===== config.mk =====
export PLATFORM = sky130hd
export DESIGN_NAME = store_write_buffer
export DESIGN_NICKNAME = d
export VERILOG_FILES = /design/src/rtl/store_write_buffer.sv
export SDC_FILE = /design/constraint.sdc
export NUM_CORES = 1
export LEC_CHECK = 0
export CAP_MARGIN = 20
export CORE_MARGIN = 2
export CORE_UTILIZATION = 58
export CTS_CLUSTER_SIZE = 30
export DETAILED_ROUTE_END_ITERATION = 8
export HOLD_SLACK_MARGIN = 0.03
export PLACE_DENSITY_LB_ADDON = 0.05
export SETUP_SLACK_MARGIN = 0.05
export SLEW_MARGIN = 5
export SYNTH_ARGS = -nofsm -noshare
export SYNTH_HDL_FRONTEND = slang
export SYNTH_SLANG_ARGS = --single-unit

===== constraint.sdc =====
create_clock -name clk -period 20 [get_ports clk]
set_input_delay 6 -clock clk [delete_from_list [all_inputs] [get_ports clk]]
set_output_delay 6 -clock clk [all_outputs]
set_load 0.05 [all_outputs]

===== src/rtl/store_write_buffer.sv =====
// Store write buffer: circular FIFO of {address, data} stores draining to a
// memory bus, with combinational store-to-load forwarding from buffered entries.
module store_write_buffer #(
    parameter int DEPTH = 4,
    parameter int CW    = 3
) (
    input  logic          clk,
    input  logic          reset,
    input  logic          MemWrite,
    input  logic [31:0]   DataAdr,
    input  logic [31:0]   WriteData,
    input  logic [31:0]   ReadAdr,
    output logic          Stall,
    output logic          BusValid,
    output logic [31:0]   BusAdr,
    output logic [31:0]   BusData,
    input  logic          BusReady,
    output logic          FwdHit,
    output logic [31:0]   FwdData,
    output logic [CW-1:0] Count,
    output logic          Overflow,
    output logic          Misalign
);

    localparam int AW = $clog2(DEPTH);
    localparam logic [AW-1:0] PTR_ONE_C = AW'(1'b1);
    localparam logic [CW-1:0] CNT_ONE_C = CW'(1'b1);
    localparam logic [CW-1:0] CNT_ZERO_C = CW'(1'b0);
    localparam logic [CW-1:0] CNT_FULL_C = CW'(DEPTH);

    logic [31:0]   adrMem_r  [DEPTH];
    logic [31:0]   dataMem_r [DEPTH];
    logic [AW-1:0] head_r;
    logic [AW-1:0] tail_r;
    logic [CW-1:0] count_r;
    logic          overflow_r;
    logic          misalign_r;

    logic          full_s;
    logic          aligned_s;
    logic          busValid_s;
    logic          enq_s;
    logic          deq_s;
    logic          fwdHit_s;
    logic [31:0]   fwdData_s;
    logic [AW-1:0] fwdIdx_s;
    logic          unusedReadLow_s;

    assign full_s     = (count_r == CNT_FULL_C);
    assign aligned_s  = (DataAdr[1:0] == 2'b00);
    assign busValid_s = (count_r != CNT_ZERO_C);
    assign enq_s      = MemWrite & aligned_s & ~full_s;
    assign deq_s      = busValid_s & BusReady;

    // Forwarding matches on word address only; the byte offset is irrelevant.
    assign unusedReadLow_s = ^ReadAdr[1:0];

    // Entry storage: written at tail on enqueue, never cleared.
    always_ff @(posedge clk) begin
        if (enq_s) begin
            adrMem_r[tail_r]  <= DataAdr;
            dataMem_r[tail_r] <= WriteData;
        end
    end

    // Pointer and occupancy state.
    always_ff @(posedge clk or negedge reset) begin
        if (!reset) begin
            head_r  <= '0;
            tail_r  <= '0;
            count_r <= '0;
        end else begin
            if (enq_s) begin
                tail_r <= tail_r + PTR_ONE_C;
            end
            if (deq_s) begin
                head_r <= head_r + PTR_ONE_C;
            end
            case ({enq_s, deq_s})
                2'b10:   count_r <= count_r + CNT_ONE_C;
                2'b01:   count_r <= count_r - CNT_ONE_C;
                default: count_r <= count_r;
            endcase
        end
    end

    // Sticky error flags; a misaligned store never counts as an overflow.
    always_ff @(posedge clk or negedge reset) begin
        if (!reset) begin
            overflow_r <= 1'b0;
            misalign_r <= 1'b0;
        end else begin
            if (MemWrite && aligned_s && full_s) begin
                overflow_r <= 1'b1;
            end
            if (MemWrite && !aligned_s) begin
                misalign_r <= 1'b1;
            end
        end
    end

    // Walk oldest to youngest so the last match seen is the youngest store.
    always_comb begin
        fwdHit_s  = 1'b0;
        fwdData_s = 32'h0000_0000;
        fwdIdx_s  = head_r;
        for (int i = 0; i < DEPTH; i++) begin
            fwdIdx_s = head_r + AW'(i);
            if ((CW'(i) < count_r) && (adrMem_r[fwdIdx_s][31:2] == ReadAdr[31:2])) begin
                fwdHit_s  = 1'b1;
                fwdData_s = dataMem_r[fwdIdx_s];
            end else begin
                fwdHit_s  = fwdHit_s;
                fwdData_s = fwdData_s;
            end
        end
    end

    assign Stall    = full_s;
    assign BusValid = busValid_s;
    assign BusAdr   = busValid_s ? adrMem_r[head_r]  : 32'h0000_0000;
    assign BusData  = busValid_s ? dataMem_r[head_r] : 32'h0000_0000;
    assign FwdHit   = fwdHit_s;
    assign FwdData  = fwdData_s;
    assign Count    = count_r;
    assign Overflow = overflow_r;
    assign Misalign = misalign_r;

endmodule


==> run summary, run 1 <==
Area contributors post-synth - edfxtp_1 (45%), mux2i_1 (17%), xnor2_1 (4.3%)
type of the tightest min-delay check - reg2reg
post-synthesis sequential area ratio - 46.54%
Post-Route Setup TNS - 0 ns
drt wl/cell - 23.01 um
EDFF count, synth - 256
synth warn - 0
gr ovfl total - 0
reg-to-reg endpoint - adrMem_r[3][11]
Worst-path clk slew - 0.06 ns
Row Count - 62
final worst slack - 3.047 ns
Design Area, Final - 20,030 um^2
fin. max-slew vios - 0
Syn Area/Cell - 11.86 um^2
share of layout cells above drive strength 1 - 9.785%
Worst path slowest cell - or3_2
# clock sinks - 265
Tightest Pin Transition - 1.013 ns
WP buf/inv - 3
Fin Clk Skew - 0.01748 ns
total CTS buffers - 30
initial antenna violation count - 3
CP Cell Sequence - clkdlybuf4s50_1 -> xnor2_1 -> a211oi_1 -> a31oi_1 -> or4_1 -> or3_2 -> nand4_1 -> buf_4 -> o21ai_0 -> a22o_1 -> clkdlybuf4s50_1
CP top delay family - buffers and inverters
worst-path maximum fanout - 31
reg2reg setup slack - 16.74 ns
synth-to-layout area growth - 17.82%
Synth Register Bits - 265
Vias - 12,610
unrepaired setup endpoints after global routing - false
WP data required - 14.00 ns
startpoint types - input pin
largest net degree at the start of global routing - 150
fraction of registers with async set/reset - 3.396%
hold_buf cts - 0
Hold Crit Depth - 1
top_reg_cell synth - edfxtp_1
pre-CTS setup slack - 3.216 ns
total core area - 28,780 um^2
Routed WL - 45,350 um
PD cells - 157.1 nW/um^2
Tmin final - 16.95 ns
worst vdd ir - 0.1524 mV
Critical Path Max Stage Delay - 0.89 ns
die outline area - 30,700 um^2
worst hold path endpoint - Misalign
first-pass GRT wire length - 68,910 um
Reg2Reg Launch Point - Count[1]
status - complete, no violations
largest area contributor in the netlist - edfxtp_1
normalized max-slew margin - 32.47%
Cell Area, Synth - 17,000 um^2
Setup CP Type - in2out
Top cell by count, worst path - clkdlybuf4s50_1
Setup Buffers After CTS - 0
P_leak - 7.557 nW
fin crit share - 84.77%
Worst Reg-to-Reg Cells - 6
CP Data Arrival Time - 10.95 ns
Post-route DRC - 0
GRT Total Usage - 29.25%
CTS tree - done
detailed placer's ending HPWL - 29,990 um
post-synthesis cell count - 1,433
# nets final - 1,672
Final Hold Fails - 0
vias per cell - 6.396
hold path start - Misalign
CP Capture Type - output port
Syn Nets - 1,542
max-cap viol count - 0
maximum clock frequency - 58.99 MHz
Die X-Extent - 175.2 um
Clock Root Buffer - clkbuf_16
Initial Utilization - 59.07%
synth unique cells - 66
filler instances - 2,121
Resized cells post-CTS - 0
Max Root-Sink Buffers - 3
H-tree depth - 1
DR pass1 iterations - 5
Skew-Pair Late Insertion Delay - 0.57 ns
Final ANT Viol Nets - 0
gpl congestion - 0.9618
Die H - 175.2 um
critical path depth - 11
Final setup viols - 0
I/O pin count - 204
# port buffers - 201
initial DRC count - 1,263
Post-DP Area - 19,090 um^2
vias in the first global route - 12,140
share of the synthesized area in the top cell type - 45.22%
[placed cells by master, fill, tap and decap left out, drive strengths merged, types with 5 or more instances in the layout]
cell type / count
o211ai: 30
or4: 7
nand4: 13
mux2: 82
xnor2: 84
o221ai: 6
buf: 18
nand2: 109
ha: 9
mux2i: 287
xor2: 23
o22ai: 9
o21ai: 49
and3: 39
inv: 11
a211oi: 8
nor3: 15
mux4: 23
nor2: 37
a22oi: 5
clkinv: 13
nand3: 10
and2: 22
edfxtp: 256
a22o: 33
dfrtp: 9
a21oi: 48
clkdlybuf4s50: 201
clkbuf: 38
nor2b: 5
nand3b: 30
o2111ai: 7
[state kept, by name (all words and copies together), names as in the netlist]
register / cells
Count: 3
Misalign: 1
Overflow: 1
adrMem_r: 128
dataMem_r: 128
head_r: 2
tail_r: 2
[synth_stat cells (23+ instances only)]
cell,count
a21oi_1,48
a22o_1,33
and3_1,39
clkbuf_1,62
edfxtp_1,256
mux2_2,60
mux2i_1,287
mux4_2,23
nand2_1,109
nand3b_1,30
nor2_1,37
o211ai_1,30
o21ai_0,47
xnor2_1,84
xor2_1,23
[area by class of cell]
cell class	count	area, um^2	area share [%]
antenna	3	7.507	0.03748
sequential	265	7920	39.54
clock buffer	38	780.7	3.898
multi-input combinational	1035	8486	42.36
clock inverter	15	130.1	0.6496
inverter	12	47.55	0.2374
tap	384	480.5	2.399
timing repair buffer	219	2180	10.88
[worst max path at each step]
| stage | from | endpoint |
|---|---|---|
| detailed placement | ReadAdr[5] | FwdData[27] |
| CTS | ReadAdr[5] | FwdData[27] |
| global placement | ReadAdr[5] | FwdData[26] |
| floorplan | ReadAdr[12] | FwdData[10] |
| finish | ReadAdr[5] | FwdData[27] |
| global route | ReadAdr[2] | FwdData[26] |
[worst reg2reg max path, stage by stage, from the launching register on]
cell     delay [ns]
dfrtp_1        0.52
inv_1          0.14
ha_1           0.22
and2_1         0.19
nor2_1         0.43
and2_2         0.56
buf_4          0.77
[routing by layer]
layer	GRT usage [%]	up-vias	wire length [um]
li1	-	5728	-
met5	0	-	0
met3	5.962	95	4467
met4	8.299	0	1321
met2	46.37	632	20620
met1	41.00	6151	18950
[cell families after synthesis]
| group | count (synthesis) | share of synthesized area (%) |
|---|---|---|
| muxes | 392 | 25.38 |
| and+or+nand+nor | 304 | 9.332 |
| DFF | 265 | 46.54 |
| AOI/OAI and AO/OA | 223 | 8.883 |
| buffers and inverters | 133 | 3.694 |
| xor gates and xnor gates | 107 | 5.512 |
| adders and majority gates | 9 | 0.6624 |
[power breakdown]
part	internal, W	switching [W]	leakage [nW]
Combinational	0.000734	0.00118	4.70
Sequential	0.000649	0.0000634	2.41
Clock	0.000299	0.000216	0.441
Total	0.00168	0.00146	7.56
[through the flow]
stage | std cells | hold WS, ns | total power [W] | util, %
CTS | 1967 | 0.4784 | 0.003143 | 69.48
detailed placement | 1914 | 0.4592 | 0.002624 | 66.32
global route | 1968 | 0.4904 | 0.003288 | 69.58
finish | 1971 | 0.4793 | 0.003147 | 69.60
floorplan | 1433 | 0.5796 | 0.002109 | -
global placement | 1914 | 0.4540 | 0.002603 | 66.32
Power figures use the tool's default switching activity.
==> inputs of run 2 (changes only) <==
--- a/config.mk
+++ b/config.mk
@@ -7,7 +7,7 @@
 export LEC_CHECK = 0
 export CAP_MARGIN = 20
 export CORE_MARGIN = 2
-export CORE_UTILIZATION = 58
+export CORE_UTILIZATION = 52
 export CTS_CLUSTER_SIZE = 30
 export DETAILED_ROUTE_END_ITERATION = 8
 export HOLD_SLACK_MARGIN = 0.03
==> constraint.sdc (replaced) <==
create_clock -name clk -period 14.59 [get_ports clk]
set_input_delay 4.377 -clock clk [delete_from_list [all_inputs] [get_ports clk]]
set_output_delay 4.377 -clock clk [all_outputs]
set_load 0.05 [all_outputs]
==> run 2 against run 1 <==
  * Sequential share of layout area fell by 0.64 points
  * Non-clock buffer count did not move
  * Critical path depth is 1 lower
  * Global-route usage decreased by 1.7 points
  * Routed wire length is 4.4% higher
  * First-iteration DRC count is 11% lower
  * Clock-buffer cell count is the same
  * Setup slack lost 1.9 ns
  * Total power rose by 42%
  * Largest cell class unchanged
  * Largest power group unchanged
  * Highest routed layer is now met5
  * Cell area increased by 1.6%
  * Sequential power up 36%
  * Combinational power increased by 38%
==> run summary, run 2 (same netlist as run 1, synthesis figures left out) <==
status - complete, no violations
worst vdd ir - 0.1681 mV (+10%)
Skew-Pair Late Insertion Delay - 0.57 ns (about the same)
reg2reg setup slack - 11.42 ns (-5.32 ns)
PD cells - 219.8 nW/um^2 (+40%)
Resized cells post-CTS - 0 (unchanged)
total core area - 32,370 um^2 (+12%)
initial antenna violation count - 5 (+2)
Critical Path Max Stage Delay - 1.02 ns (+0.13 ns)
Die H - 184.8 um (+5.5%)
detailed placer's ending HPWL - 30,860 um (+2.9%)
die outline area - 34,160 um^2 (+11%)
Tmin final - 13.46 ns
Post-Route Utilization - 62.90% (-6.7 points)
most frequent cells in the layout - mux2i_1 (287), edfxtp_1 (256), clkdlybuf4s50_1 (201)
Fin Clk Skew - 0.02624 ns (+0.008758 ns)
CP top delay family - buffers and inverters
gr ovfl total - 0 (unchanged)
Vias - 12,460 (-1.2%)
Final setup viols - 0 (unchanged)
Post-route DRC - 0 (unchanged)
WP buf/inv - 4 (+1)
gpl congestion - 0.9199 (-4.4%)
leading cell type in the layout, fill and taps excluded - mux2i_1
H-tree depth - 1 (unchanged)
Routed WL - 47,330 um (+4.4%)
fin. max-slew vios - 0 (unchanged)
reg-to-reg endpoint - adrMem_r[0][24]
Worst Reg-to-Reg Cells - 6 (unchanged)
I/O pin count - 204 (unchanged)
Tightest Pin Transition - 1.219 ns (+0.2065 ns)
GRT Max-Usage Layer - met2
total CTS buffers - 31 (+3.3%)
Final ANT Viol Nets - 0 (unchanged)
worst hold path endpoint - Overflow
Row Count - 66 (+6.5%)
maximum clock frequency - 74.28 MHz
# clock sinks - 265 (unchanged)
CP Capture Type - output port
grt met1 use - 38.27% (-2.7 points)
Setup Buffers After CTS - 0 (unchanged)
largest net degree at the start of global routing - 148 (-1.3%)
initial DRC count - 1,120 (-11%)
Final Non-Filler Cells - 2,033 (+3.1%)
Setup CP Type - in2out
# port buffers - 201 (unchanged)
Initial Utilization - 52.52% (-6.6 points)
normalized max-slew margin - 16.60% (-16 points)
worst-path maximum fanout - 35 (+13%)
met2 usage - 43.81% (-2.6 points)
Max Root-Sink Buffers - 3 (unchanged)
WP data required - 10.21 ns (-3.79 ns)
Post-Route Setup TNS - 0 ns (unchanged)
Final Hold Fails - 0 (unchanged)
fin crit share - 92.27%
Die X-Extent - 184.8 um (+5.5%)
share of layout cells above drive strength 1 - 10.71% (+0.92 points)
hold path start - Overflow
GRT Total Usage - 27.54% (-1.7 points)
DR pass1 iterations - 5 (unchanged)
Design Area, Final - 20,360 um^2 (+1.6%)
startpoint types - input pin
CTS tree - done
met3 Track Usage GR - 5.840% (-0.12 points)
synth-to-layout area growth - 19.76%
max-cap viol count - 0 (unchanged)
drt wl/cell - 23.28 um (+1.2%)
CP Data Arrival Time - 9.09 ns (-1.86 ns)
CP Cell Sequence - clkdlybuf4s50_1 -> a22o_1 -> a2111oi_0 -> nand4_1 -> nor4b_4 -> buf_4 -> nor3_4 -> buf_12 -> a22o_1 -> clkdlybuf4s50_1
P_leak - 7.666 nW (+1.4%)
Worst-path clk slew - 0.06 ns (about the same)
Hold Crit Depth - 1 (unchanged)
vias per cell - 6.127 (-4.2%)
vias in the first global route - 12,550 (+3.3%)
Worst path slowest cell - a2111oi_0
overall power - 0.004476 W (+42%)
hold_buf cts - 0 (unchanged)
Post-DP Area - 19,200 um^2 (+0.62%)
first-pass GRT wire length - 71,530 um (+3.8%)
Clock Root Buffer - clkbuf_16
# nets final - 1,673 (+0.060%)
Reg2Reg Launch Point - Count[0]
type of the tightest min-delay check - reg2reg
placed instance count - 1,973 (+3.1%)
unrepaired setup endpoints after global routing - false
[run 2: worst register-to-register path, stage by stage (launching register included)]
cell and delay, ns:
dfrtp_1 0.59, inv_1 0.12, ha_1 0.23, and2_1 0.17, nor2_1 0.44, and2_4 0.42
buf_4 0.73
[run 2: final cells by class]
class,count,area (um^2)
multi-input cells,1035,8486
repair buffers,219,2197
diodes,3,7.507
clock inverters,19,297.8
clock buffers,38,852.1
well taps,442,553.0
fillers,2580,12010
inverters,12,47.55
flip-flops and latches,265,7920
[run 2: layer usage]
| layer | part of all wire, % | routed length [um] | up-vias |
|---|---|---|---|
| met5 | 0.12 | 55 | - |
| met4 | 2.6 | 1232 | 8 |
| met3 | 8.0 | 3770 | 87 |
| met2 | 46 | 21660 | 490 |
| met1 | 44 | 20600 | 6147 |
| li1 | - | - | 5725 |
[run 2: how the worst max path moves through the flow]
stage | from | end | slack, ns | cells past startpoint
global route | ReadAdr[2] | FwdData[27] | 1.08 | 12
CTS | ReadAdr[2] | FwdData[27] | 1.34 | 12
finish | ReadAdr[5] | FwdData[5] | 1.13 | 10
global placement | ReadAdr[2] | FwdData[27] | 1.40 | 12
floorplan | ReadAdr[12] | FwdData[10] | 3.08 | 12
detailed placement | ReadAdr[5] | FwdData[5] | 1.35 | 10
[run 2: power breakdown]
group / internal (W) / leakage, nW / total [W] / switching (W)
Combinational: 0.00101 / 4.70 / 0.00265 / 0.00164
Clock: 0.000539 / 0.550 / 0.000857 / 0.000319
Sequential: 0.000890 / 2.41 / 0.000973 / 0.0000835
Total: 0.00244 / 7.67 / 0.00448 / 0.00204
[run 2: stage by stage]
stage	worst slack (ns)	hold WS, ns
6_report	1.127	0.4828
5_1_grt	1.079	0.5080
4_1_cts	1.339	0.4881
3_5_place_dp	1.346	0.4769
3_3_place_gp	1.399	0.4514
2_1_floorplan	3.075	0.5796
==> inputs of run 3 (changes only) <==
--- a/config.mk
+++ b/config.mk
@@ -5,7 +5,7 @@
 export SDC_FILE = /design/constraint.sdc
 export NUM_CORES = 1
 export LEC_CHECK = 0
-export CAP_MARGIN = 20
+export CAP_MARGIN = 10
 export CORE_MARGIN = 2
 export CORE_UTILIZATION = 52
 export CTS_CLUSTER_SIZE = 30
@@ -13,7 +13,6 @@
 export HOLD_SLACK_MARGIN = 0.03
 export PLACE_DENSITY_LB_ADDON = 0.05
 export SETUP_SLACK_MARGIN = 0.05
-export SLEW_MARGIN = 5
 export SYNTH_ARGS = -nofsm -noshare
 export SYNTH_HDL_FRONTEND = slang
 export SYNTH_SLANG_ARGS = --single-unit
==> results of run 3 <==
No change in the layout: final DEF, timing and power equal those of run 2.
